`config.mk`:
```
export PLATFORM = sky130hd
export DESIGN_NAME = dmem_arbiter
export DESIGN_NICKNAME = d
export VERILOG_FILES = /design/src/rtl/dmem_arbiter.sv
export SDC_FILE = /design/constraint.sdc
export NUM_CORES = 1
export LEC_CHECK = 0
export BUFFER_PORTS_ARGS = -buffer_cell sky130_fd_sc_hd__buf_2
export CAP_MARGIN = 10
export CELL_PAD_IN_SITES_DETAIL_PLACEMENT = 0
export CELL_PAD_IN_SITES_GLOBAL_PLACEMENT = 1
export CORE_MARGIN = 10
export CORE_UTILIZATION = 25
export DETAILED_ROUTE_END_ITERATION = 10
export PLACE_DENSITY = 0.85
export SKIP_CTS_REPAIR_TIMING = 1
export SKIP_LAST_GASP = 1
export SLEW_MARGIN = 20
export SYNTH_ARGS = -nofsm -noshare
export SYNTH_HDL_FRONTEND = slang
export SYNTH_SLANG_ARGS = --single-unit
```
`constraint.sdc`:
```
create_clock -name clk -period 6.6 [get_ports clk]
set_clock_uncertainty 0.2 [all_clocks]
set_input_delay 0.66 -clock clk [delete_from_list [all_inputs] [get_ports clk]]
set_output_delay 0.66 -clock clk [all_outputs]
set_load 0.1 [all_outputs]
```
`src/rtl/dmem_arbiter.sv`:
```
// dmem_arbiter: shares one data memory port between the MEM stage and a DMA burst engine.
// The CPU wins by default; a starved DMA beat is forced through after MAX_WAIT denied cycles.
module dmem_arbiter #(
  parameter int MAX_WAIT = 4,
  parameter int LEN_W    = 8
) (
  input  logic             clk,
  input  logic             rst_n,
  input  logic             cpu_req_i,
  input  logic             cpu_we_i,
  input  logic [31:0]      cpu_addr_i,
  input  logic [31:0]      cpu_wdata_i,
  output logic [31:0]      cpu_rdata_o,
  output logic             cpu_stall_o,
  input  logic             dma_req_i,
  input  logic             dma_we_i,
  input  logic [31:0]      dma_addr_i,
  input  logic [LEN_W-1:0] dma_len_i,
  input  logic [31:0]      dma_wdata_i,
  output logic [31:0]      dma_rdata_o,
  output logic             dma_ack_o,
  output logic             dma_done_o,
  output logic             dma_busy_o,
  output logic [31:0]      mem_addr_o,
  output logic [31:0]      mem_wdata_o,
  output logic             mem_wr_o,
  input  logic [31:0]      mem_rdata_i
);
  typedef enum logic [1:0] {IDLE, BURST, DONE} state_t;
  state_t           state_q, state_d;
  logic [9:0]       base_q, base_d;
  logic [LEN_W-1:0] len_q, len_d, beat_q, beat_d;
  logic             dir_q, dir_d;
  logic [3:0]       wait_q, wait_d;
  logic             grant;
  logic [9:0]       word;
  logic             unused;
  assign unused = ^{dma_addr_i[31:12], dma_addr_i[1:0]};
  assign grant  = (state_q == BURST) && (!cpu_req_i || wait_q == 4'(MAX_WAIT));
  assign word   = base_q + 10'(beat_q);
  assign cpu_rdata_o = mem_rdata_i;
  assign dma_rdata_o = mem_rdata_i;
  assign cpu_stall_o = grant & cpu_req_i;
  assign dma_ack_o   = grant;
  assign dma_done_o  = state_q == DONE;
  assign dma_busy_o  = state_q != IDLE;
  assign mem_addr_o  = grant ? {20'b0, word, 2'b00} : cpu_addr_i;
  assign mem_wdata_o = grant ? dma_wdata_i : cpu_wdata_i;
  // Gated by rst_n so a CPU store presented during reset cannot reach memory.
  assign mem_wr_o    = rst_n & (grant ? dir_q : cpu_req_i & cpu_we_i);
  always_comb begin
    state_d = state_q;
    base_d  = base_q;
    len_d   = len_q;
    dir_d   = dir_q;
    beat_d  = beat_q;
    wait_d  = wait_q;
    case (state_q)
      IDLE: if (dma_req_i) begin
        state_d = dma_len_i != '0 ? BURST : DONE;
        base_d  = dma_addr_i[11:2];
        len_d   = dma_len_i;
        dir_d   = dma_we_i;
        beat_d  = '0;
        wait_d  = '0;
      end
      BURST: if (grant) begin
        beat_d  = beat_q + LEN_W'(1);
        wait_d  = '0;
        state_d = beat_q == len_q - LEN_W'(1) ? DONE : BURST;
      end else begin
        wait_d  = wait_q + 4'd1;
      end
      default: state_d = IDLE;
    endcase
  end
  always_ff @(posedge clk or negedge rst_n) begin
    if (!rst_n) begin
      state_q <= IDLE;
      base_q  <= '0;
      len_q   <= '0;
      dir_q   <= 1'b0;
      beat_q  <= '0;
      wait_q  <= '0;
    end else begin
      state_q <= state_d;
      base_q  <= base_d;
      len_q   <= len_d;
      dir_q   <= dir_d;
      beat_q  <= beat_d;
      wait_q  <= wait_d;
    end
  end
endmodule

```
# After elaboration in Yosys (flattened, before gate mapping)
# Cells that the tools add are included.
[totals]
regBits = 33
latch_bits = 0
ramBits = 0
mem_bits_ro = 0
in_bits = 174
out_inout_bits = 133
word_cells = 44
mem_count = 0
[op_classes]
n_addsub = 4
mul = 0
div_mod_pow = 0
n_lt_le_gt_ge = 0
eq_ne = 6
n_shift = 0
muxes = 14
bitwise_logic = 3
reduce_logical = 11
[ops]
columns = ["cell", "n"]
rows = [
  ["$mux W32", 2],
  ["$mux W8", 2],
  ["$pmux W8 S2", 1],
  ["$add A10 B8 Y10", 1],
  ["$add A8 B1 Y8 const B", 1],
  ["$eq A8 B8 Y1", 1],
  ["$mux W2", 4],
  ["$mux W4", 2],
  ["$pmux W4 S2", 1],
  ["$reduce_bool A8 Y1", 1],
  ["$sub A8 B1 Y8 const B", 1],
  ["$reduce_and A2 Y1", 3],
  ["$add A4 B1 Y4 const B", 1],
  ["$eq A4 B3 Y1 const B", 1],
  ["$ne A2 B2 Y1 const B", 2],
  ["$pmux W2 S2", 1],
  ["$reduce_bool A2 Y1", 2],
  ["$and A1 B1 Y1", 3],
  ["$reduce_and A3 Y1", 1],
  ["$eq A2 B1 Y1 const B", 1],
  ["$eq A2 B2 Y1 const B", 1],
  ["$logic_not A2 Y1", 1],
  ["$logic_and A1 B1 Y1", 1],
  ["$logic_not A1 Y1", 1],
  ["2 further kinds", 2],
]

# Depth between registers and ports, before layout
# Gate-level depths: netlist of the first run.
[logic_depth]
word_depth = 5
ltp_mapped = 10
ltp_nobuf = 8

# Worst setup path after synthesis of the first run
# OpenSTA, ideal clock, no wires.
[synth_timing]
path_kind = "reg2out"
from = "reg beat_q[0]"
to = "out mem_addr_o[8]"
t_arrival_ns = 3.784
t_required_ns = 5.740
slack_ns = 1.956
path_stages_with_launch = 8
cell_sequence = "dfrtp_1 ha_1 fa_1 a211oi_1 o21bai_1 a21oi_1 xor2_1 o21ai_0"
[synth_via]
elab_chain_cells = 2
[synth_lines]
columns = ["item", "line_no", "source"]
rows = [
  ["start: declaration", "32", "logic [LEN_W-1:0] len_q, len_d, beat_q, beat_d;"],
  ["start signal: assignment", "90", "beat_q <= beat_d;"],
  ["$add A10 B8 Y10", "40", "assign word = base_q + 10'(beat_q);"],
  ["$mux W32", "47", "assign mem_addr_o = grant ? {20'b0, word, 2'b00} : cpu_addr_i;"],
  ["end: declaration", "24", "output logic [31:0] mem_addr_o,"],
]
# Every way passes these cells.

# Worst setup path after layout of the first run
[layout_timing]
from = "reg beat_q[0]"
to = "out mem_addr_o[10]"
# The elaborated chain is that of the path after synthesis.

==> results.yml, run 1 <==
routing:
  vias_per_cell: 4.300
  final_antenna_net_count: 0
  route.detailed.drc: 0
  drt_iter0_drc: 132
  dr.pass1.iters: 4
  wire_per_inst_microns: 15.93
  vias: 3199
  routed_wl_microns: 11850
sta:
  maxSlewHeadroom_pct: 46.11
  layout_min_cycle_time_ns: 3.709
  drv_slew: 0
  final_hold_viol_count: 0
  min_period_over_period_pct: 56.19
  fin_ws_ns: 2.891
  setup_viol: 0
  setup-tns-final_ns: 0
  worst_pin_slew_ns: 0.8071
  fmax_mhz: 269.6
  rsz0062_at_grt: "no"
place:
  portBuffers: 188
  place_ws_ns: 3.252
  dp_hpwl_microns: 9843
  globalplace.congestion: 0.8087
  dp_cells: 736
yosys:
  synthXorXnorAreaFrac_pct: 5.129
  synth.net_count: 644
  async_flop_share_pct: 100.0
  synth_top_family_by_area: "simple AND/OR/NAND/NOR gates"
  avgSynthCellArea_sq_um: 7.099
  synthMuxAreaShare_pct: 1.735
  synth_edf_count: 0
  ys_seq_area_share_pct: 25.45
  synth_fa_ha_area_share_pct: 5.245
  synth_cell_types: 45
  ys_seq_elements: 33
  syn_area_sq_um: 3244
  synth_compound_area_share_pct: 11.49
  postSynthCellCount: 457
  ys_dominant_reg_cell: "dfrtp_1"
  ys_warn_count: 0
  yosys.area_share.simple_pct: 32.24
final_layout:
  diodes: 0
  layout.cells.non_filler: 744
  drive_above_1_share_pct: 35.66
  area_growth_pct: 22.25
  post-route-util_pct: 31.30
  nets: 758
global_routing:
  grt_pass1_vias: 3105
  antenna_found_initial: 1
  grt_max_degree: 72
  grt_use_total_pct: 12.32
  grt_pass1_wl_microns: 18060
  overflow: 0
pwr:
  ir_worst_vdd_v: 0.0002457
  p_sw_uw: 1841
  swShare_pct: 68.91
  power_uw: 2672
  power.density_nw_per_um2: 673.7
  p_leak_uw: 0.002255
  intPower_uw: 830.9
  p_seq_share_pct: 14.5
  combPwrFrac_pct: 77.2
  power_frac_clock_pct: 8.2
clock_tree:
  numCtsBuffers: 5
  clk_latency_ns: 0.27
  clk_pin_slew_worst_paths_ns: 0.05
  clock_path_buffers: 2
  cts-root-buf: "clkbuf_16"
  cts_tree: "yes"
  cts_num_sinks: 33
  cts_max_level: 2
critical_path:
  path_cells: "ha_1 > fa_1 > a211oi_1 > o21ai_1 > a31oi_2 > xnor2_1 > mux2_4 > buf_2"
  crit_type: "reg2out"
  crit_slowest_cell: "dfrtp_1"
  worstPathArrival_ns: 2.85
  start_kind: "flip-flop"
  cp.required_ns: 5.74
  cp_max_fo: 7
  endpoint_kind: "primary output"
  slowest_delay_ns: 0.47
worst_hold_path:
  hold_class: "in2async"
floorplan:
  die_x_microns: 133.9
  die_area_sq_um: 17930
  start_util_pct: 25.60
  num_rows: 41
  pin_count: 307
  die_h_microns: 133.9
  fp.coreArea_sq_um: 12670
status:
  status: "complete, no violations"
run:
  maxCapViolCount: 0
-- worst max-delay path, delay by kind of cell (launching register included) --
kind	cells	cell delay [ns]
adder cells (fa/ha/maj)	2	0.70
AO/OA/AOI/OAI	3	0.65
flip-flops	1	0.47
buffers and inverters	1	0.42
multiplexers	1	0.17
XOR/XNOR	1	0.15
-- state kept, by name, indices dropped and copies added, names as in the netlist --
name,count
base_q,10
beat_q,8
len_q,8
wait_q,4
state_q,2
dir_q,1
-- power by group through the flow --
stage | sequential, uW | clock [uW] | combinational (uW)
2_1_floorplan | 349 | 0 | 1950
6_report | 388 | 220 | 2060
3_3_place_gp | 391 | 0 | 2080
3_5_place_dp | 393 | 0 | 2090
5_1_grt | 404 | 236 | 2190
4_1_cts | 389 | 225 | 2090
-- Yosys cell counts (6+ instances only) --
master | instances | share of area (%)
nor2_1 | 7 | 0.81
inv_1 | 6 | 0.69
nor3_1 | 7 | 1.1
dfrtp_1 | 33 | 25
clkbuf_1 | 12 | 1.4
nand3_1 | 7 | 1.1
and2_1 | 24 | 4.6
ha_1 | 12 | 4.6
a22o_1 | 8 | 2.2
buf_4 | 64 | 15
xnor2_1 | 13 | 3.5
nand2_1 | 177 | 20
a21oi_1 | 8 | 1.2
xor2_1 | 6 | 1.6
o21ai_0 | 19 | 2.9
-- routing by layer --
layer  vias up  wire length (microns)  global-route usage (%)
met4         2                    112                   1.995
met1      1373                   4839                   13.99
met2       160                   5617                   21.26
met5         -                     13                       0
met3        17                   1266                   5.340
li1       1647                      -                       -
-- cells by family after synthesis --
kind of cell,count (synthesis)
flip-flops,33
AND/OR/NAND/NOR,241
multiplexers,5
buffers and inverters,89
XOR/XNOR,19
AO/OA/AOI/OAI,57
adder cells (fa/ha/maj),13
-- through the flow --
| stage | cell area [sq um] | hold WS [ns] |
|---|---|---|
| floorplan | 3244 | 0.1644 |
| global placement | 3827 | 0.2704 |
| detailed placement | 3827 | 0.2737 |
| CTS | 3966 | 0.2881 |
| global route | 3966 | 0.3046 |
| finish | 3966 | 0.2604 |
-- layout make-up --
type                       count  area [sq um]
sequential                    33         825.8
inverter                       7         26.28
clock buffer                   6         128.9
multi-input combinational    335          1812
tap                          172         215.2
clock inverter                 2         10.01
fill                        1427          8705
timing repair buffer         189         948.4
-- worst paths after layout --
check,start,endpoint,slack (ns),depth (start not counted)
min in group clk,base_q[4],base_q[4],0.28,2
setup / recovery,beat_q[0],mem_addr_o[10],2.89,8
max in group asynchronous,rst_n,len_q[6],5.46,1
hold reg to reg,base_q[4],base_q[4],0.28,2
hold / removal,rst_n,state_q[1],0.26,1
setup reg to reg,wait_q[0],beat_q[7],4.24,8
-- cell usage in the layout, fill, tap and decap left out, types with 4 or more instances in the layout --
cell type,count
clkbuf_16,5
nor2_1,7
inv_1,6
xor2_1,6
nand3_1,7
buf_2,188
o31ai_1,4
o21ai_0,19
nor2b_1,4
ha_1,12
a22o_1,8
nor3_1,7
xnor2_1,13
dfrtp_1,33
a21oi_1,8
nand2_1,177
and2_1,24
(Power assumes the default switching activity.)
==> run 2, diff against run 1 <==
Settings changed: ABC_AREA set to 1, CORE_UTILIZATION 25 to 24, PLACE_DENSITY 0.85 to 0.82.
Clock period 6.6 ns to 3.7 ns, I/O delays scaled along.
==> results.yml, run 2 <==
final_layout:
  diodes: 0
  largest_register_ffs: 10
  ff_latch_area_sq_um: 825.8
  final_cell_mix: "nand2_1, buf_2, inv_1"
  multi_input_area_sq_um: 1780
  final_common_cell: "nand2_1"
  area_growth_pct: 23.30
  top_register: "base_q"
  nets: 854
  post-route-util_pct: 30.37
  top_regs: "base_q x10, beat_q x8, len_q x8"
  drive_above_1_share_pct: 33.43
  nFillCells: 1586
sta:
  fmax_mhz: 317.9
  setup_viol: 0
  fin_ws_ns: 0.5547
  setup-tns-final_ns: 0
  layout_min_cycle_time_ns: 3.145
  drv_slew: 0
  whs_ns: -0.03283
  final_hold_viol_count: 33
  rsz0062_at_grt: "no"
  maxSlewHeadroom_pct: 60.87
  min_period_over_period_pct: 85.01
  worst_pin_slew_ns: 0.5870
yosys:
  avgSynthCellArea_sq_um: 6.251
  ys_dominant_reg_cell: "dfrtp_1"
  syn_area_sq_um: 3432
  async_flop_share_pct: 100.0
  yosysMostFrequentCell: "nand2_1"
  synth_cell_types: 32
  ys_seq_area_share_pct: 24.06
  synth_edf_count: 0
  synth.top_cell.area_share_pct: 24.06
  ys_warn_count: 0
  ys_seq_elements: 33
  synthTopCellsByCount: "nand2_1, buf_4, inv_1, nor2_1, dfrtp_1"
  synth.net_count: 736
  postSynthCellCount: 549
  synth_top_area_cell: "dfrtp_1"
  yosys-top-cells-area: "dfrtp_1, nand2_1, buf_4"
status:
  violations: "negative hold slack"
  status: "finished, violations left"
place:
  place_ws_ns: 0.8114
  dp_hpwl_microns: 10810
  globalplace.congestion: 0.7976
  portBuffers: 188
clock_tree:
  cts_num_sinks: 33
  numCtsBuffers: 5
  clock_path_buffers: 2
  clk_latency_ns: 0.28
  cts_tree: "yes"
  cts_max_level: 2
  clk_pin_slew_worst_paths_ns: 0.05
  cts-root-buf: "clkbuf_16"
routing:
  routed_wl_microns: 12780
  vias: 3555
  drt_iter0_drc: 108
  route.detailed.drc: 0
  dr.pass1.iters: 4
  final_antenna_net_count: 0
  vias_per_cell: 4.197
  wire_per_inst_microns: 15.09
critical_path:
  r2r-end: "beat_q[4]"
  rrSetupSlack_ns: 1.50
  crit_top_cell: "nand3_1"
  r2r-start: "wait_q[0]"
  cp_max_fo: 5
  worstPathArrival_ns: 2.58
  slowest_delay_ns: 0.43
  crit_type: "reg2out"
  start_kind: "flip-flop"
  rr_worst_depth: 9
  cp_num_buf_inv: 1
  path_cells: "ha_1 > fa_1 > nand3_1 > nand3_1 > nand4_1 > nand3_1 > xor2_1 > nand2_1 > nand2_1 > buf_2"
  path_delay_family: "adder cells"
  crit_slowest_cell: "dfrtp_1"
  cp.required_ns: 3.13
  endpoint_kind: "primary output"
global_routing:
  grt_pass1_vias: 3485
  overflow: 0
  grt_max_degree: 51
  antenna_found_initial: 0
  grt_use_total_pct: 12.26
  grt_pass1_wl_microns: 19540
pwr:
  power_uw: 5116
  ir_worst_vdd_v: 0.0004394
  power.density_nw_per_um2: 1209
  p_leak_uw: 0.002525
floorplan:
  die_h_microns: 139.6
  start_util_pct: 24.63
  pin_count: 307
  num_rows: 43
  die_x_microns: 139.6
  die_area_sq_um: 19480
  fp.coreArea_sq_um: 13930
run:
  maxCapViolCount: 0
worst_hold_path:
  hold_class: "in2async"
==> run 2: changes by cell type in the layout (fill, tap and decap cells not counted), moves of 8 or more <==
| cell | delta |
|---|---|
| inv_1 | +45 |
| and2_1 | -24 |
| a22o_1 | -8 |
| nand3_1 | +15 |
| nor2_2 | +8 |
| nand2_1 | +43 |
| nor2_1 | +39 |
==> run 2: through the flow <==
step / instance area [sq um] / std cells
after floorplan: 3432 / 549
after global placement: 4089 / 840
after detailed placement: 4089 / 840
after CTS: 4232 / 847
after global routing: 4232 / 847
final: 4232 / 847
==> run 2: layout make-up <==
class | count | area share, %
flip-flops and latches | 33 | 19.52
well taps | 180 | 5.322
clock buffers | 7 | 3.371
multi-input cells | 378 | 42.08
repair buffers | 192 | 24.66
inverters | 57 | 5.056
==> run 2: where the power goes <==
part           internal, uW  switching, uW  total, uW
Combinational           831           3210       4040
Clock                   264            146        410
Sequential              513            154        668
Total                  1610           3510       5120
==> run 2: routing by layer <==
layer	GRT usage [%]	part of all wire, %
met1	14.33	42
met2	21.16	48
met3	4.593	9.1
met4	1.957	0.70
met5	0	0
==> run 2: kinds of logic after synthesis <==
group / after synthesis / share of synthesized area, %
AND/OR/NAND/NOR: 311 / 37.40
flip-flops: 33 / 24.06
XOR/XNOR: 12 / 3.062
adder cells (fa/ha/maj): 13 / 4.958
buffers and inverters: 138 / 24.06
AO/OA/AOI/OAI: 42 / 6.453
==> run 2: how the worst max path moves through the flow <==
| stage | from | end | slack (ns) | cells after the start |
|---|---|---|---|---|
| after detailed placement | beat_q[0] | mem_addr_o[10] | 0.81 | 10 |
| after global routing | beat_q[0] | mem_addr_o[10] | 0.38 | 10 |
| final | beat_q[0] | mem_addr_o[10] | 0.55 | 10 |
| after global placement | beat_q[0] | mem_addr_o[10] | 0.83 | 10 |
| after CTS | beat_q[0] | mem_addr_o[10] | 0.52 | 10 |
| after floorplan | beat_q[0] | mem_addr_o[8] | 0.15 | 7 |
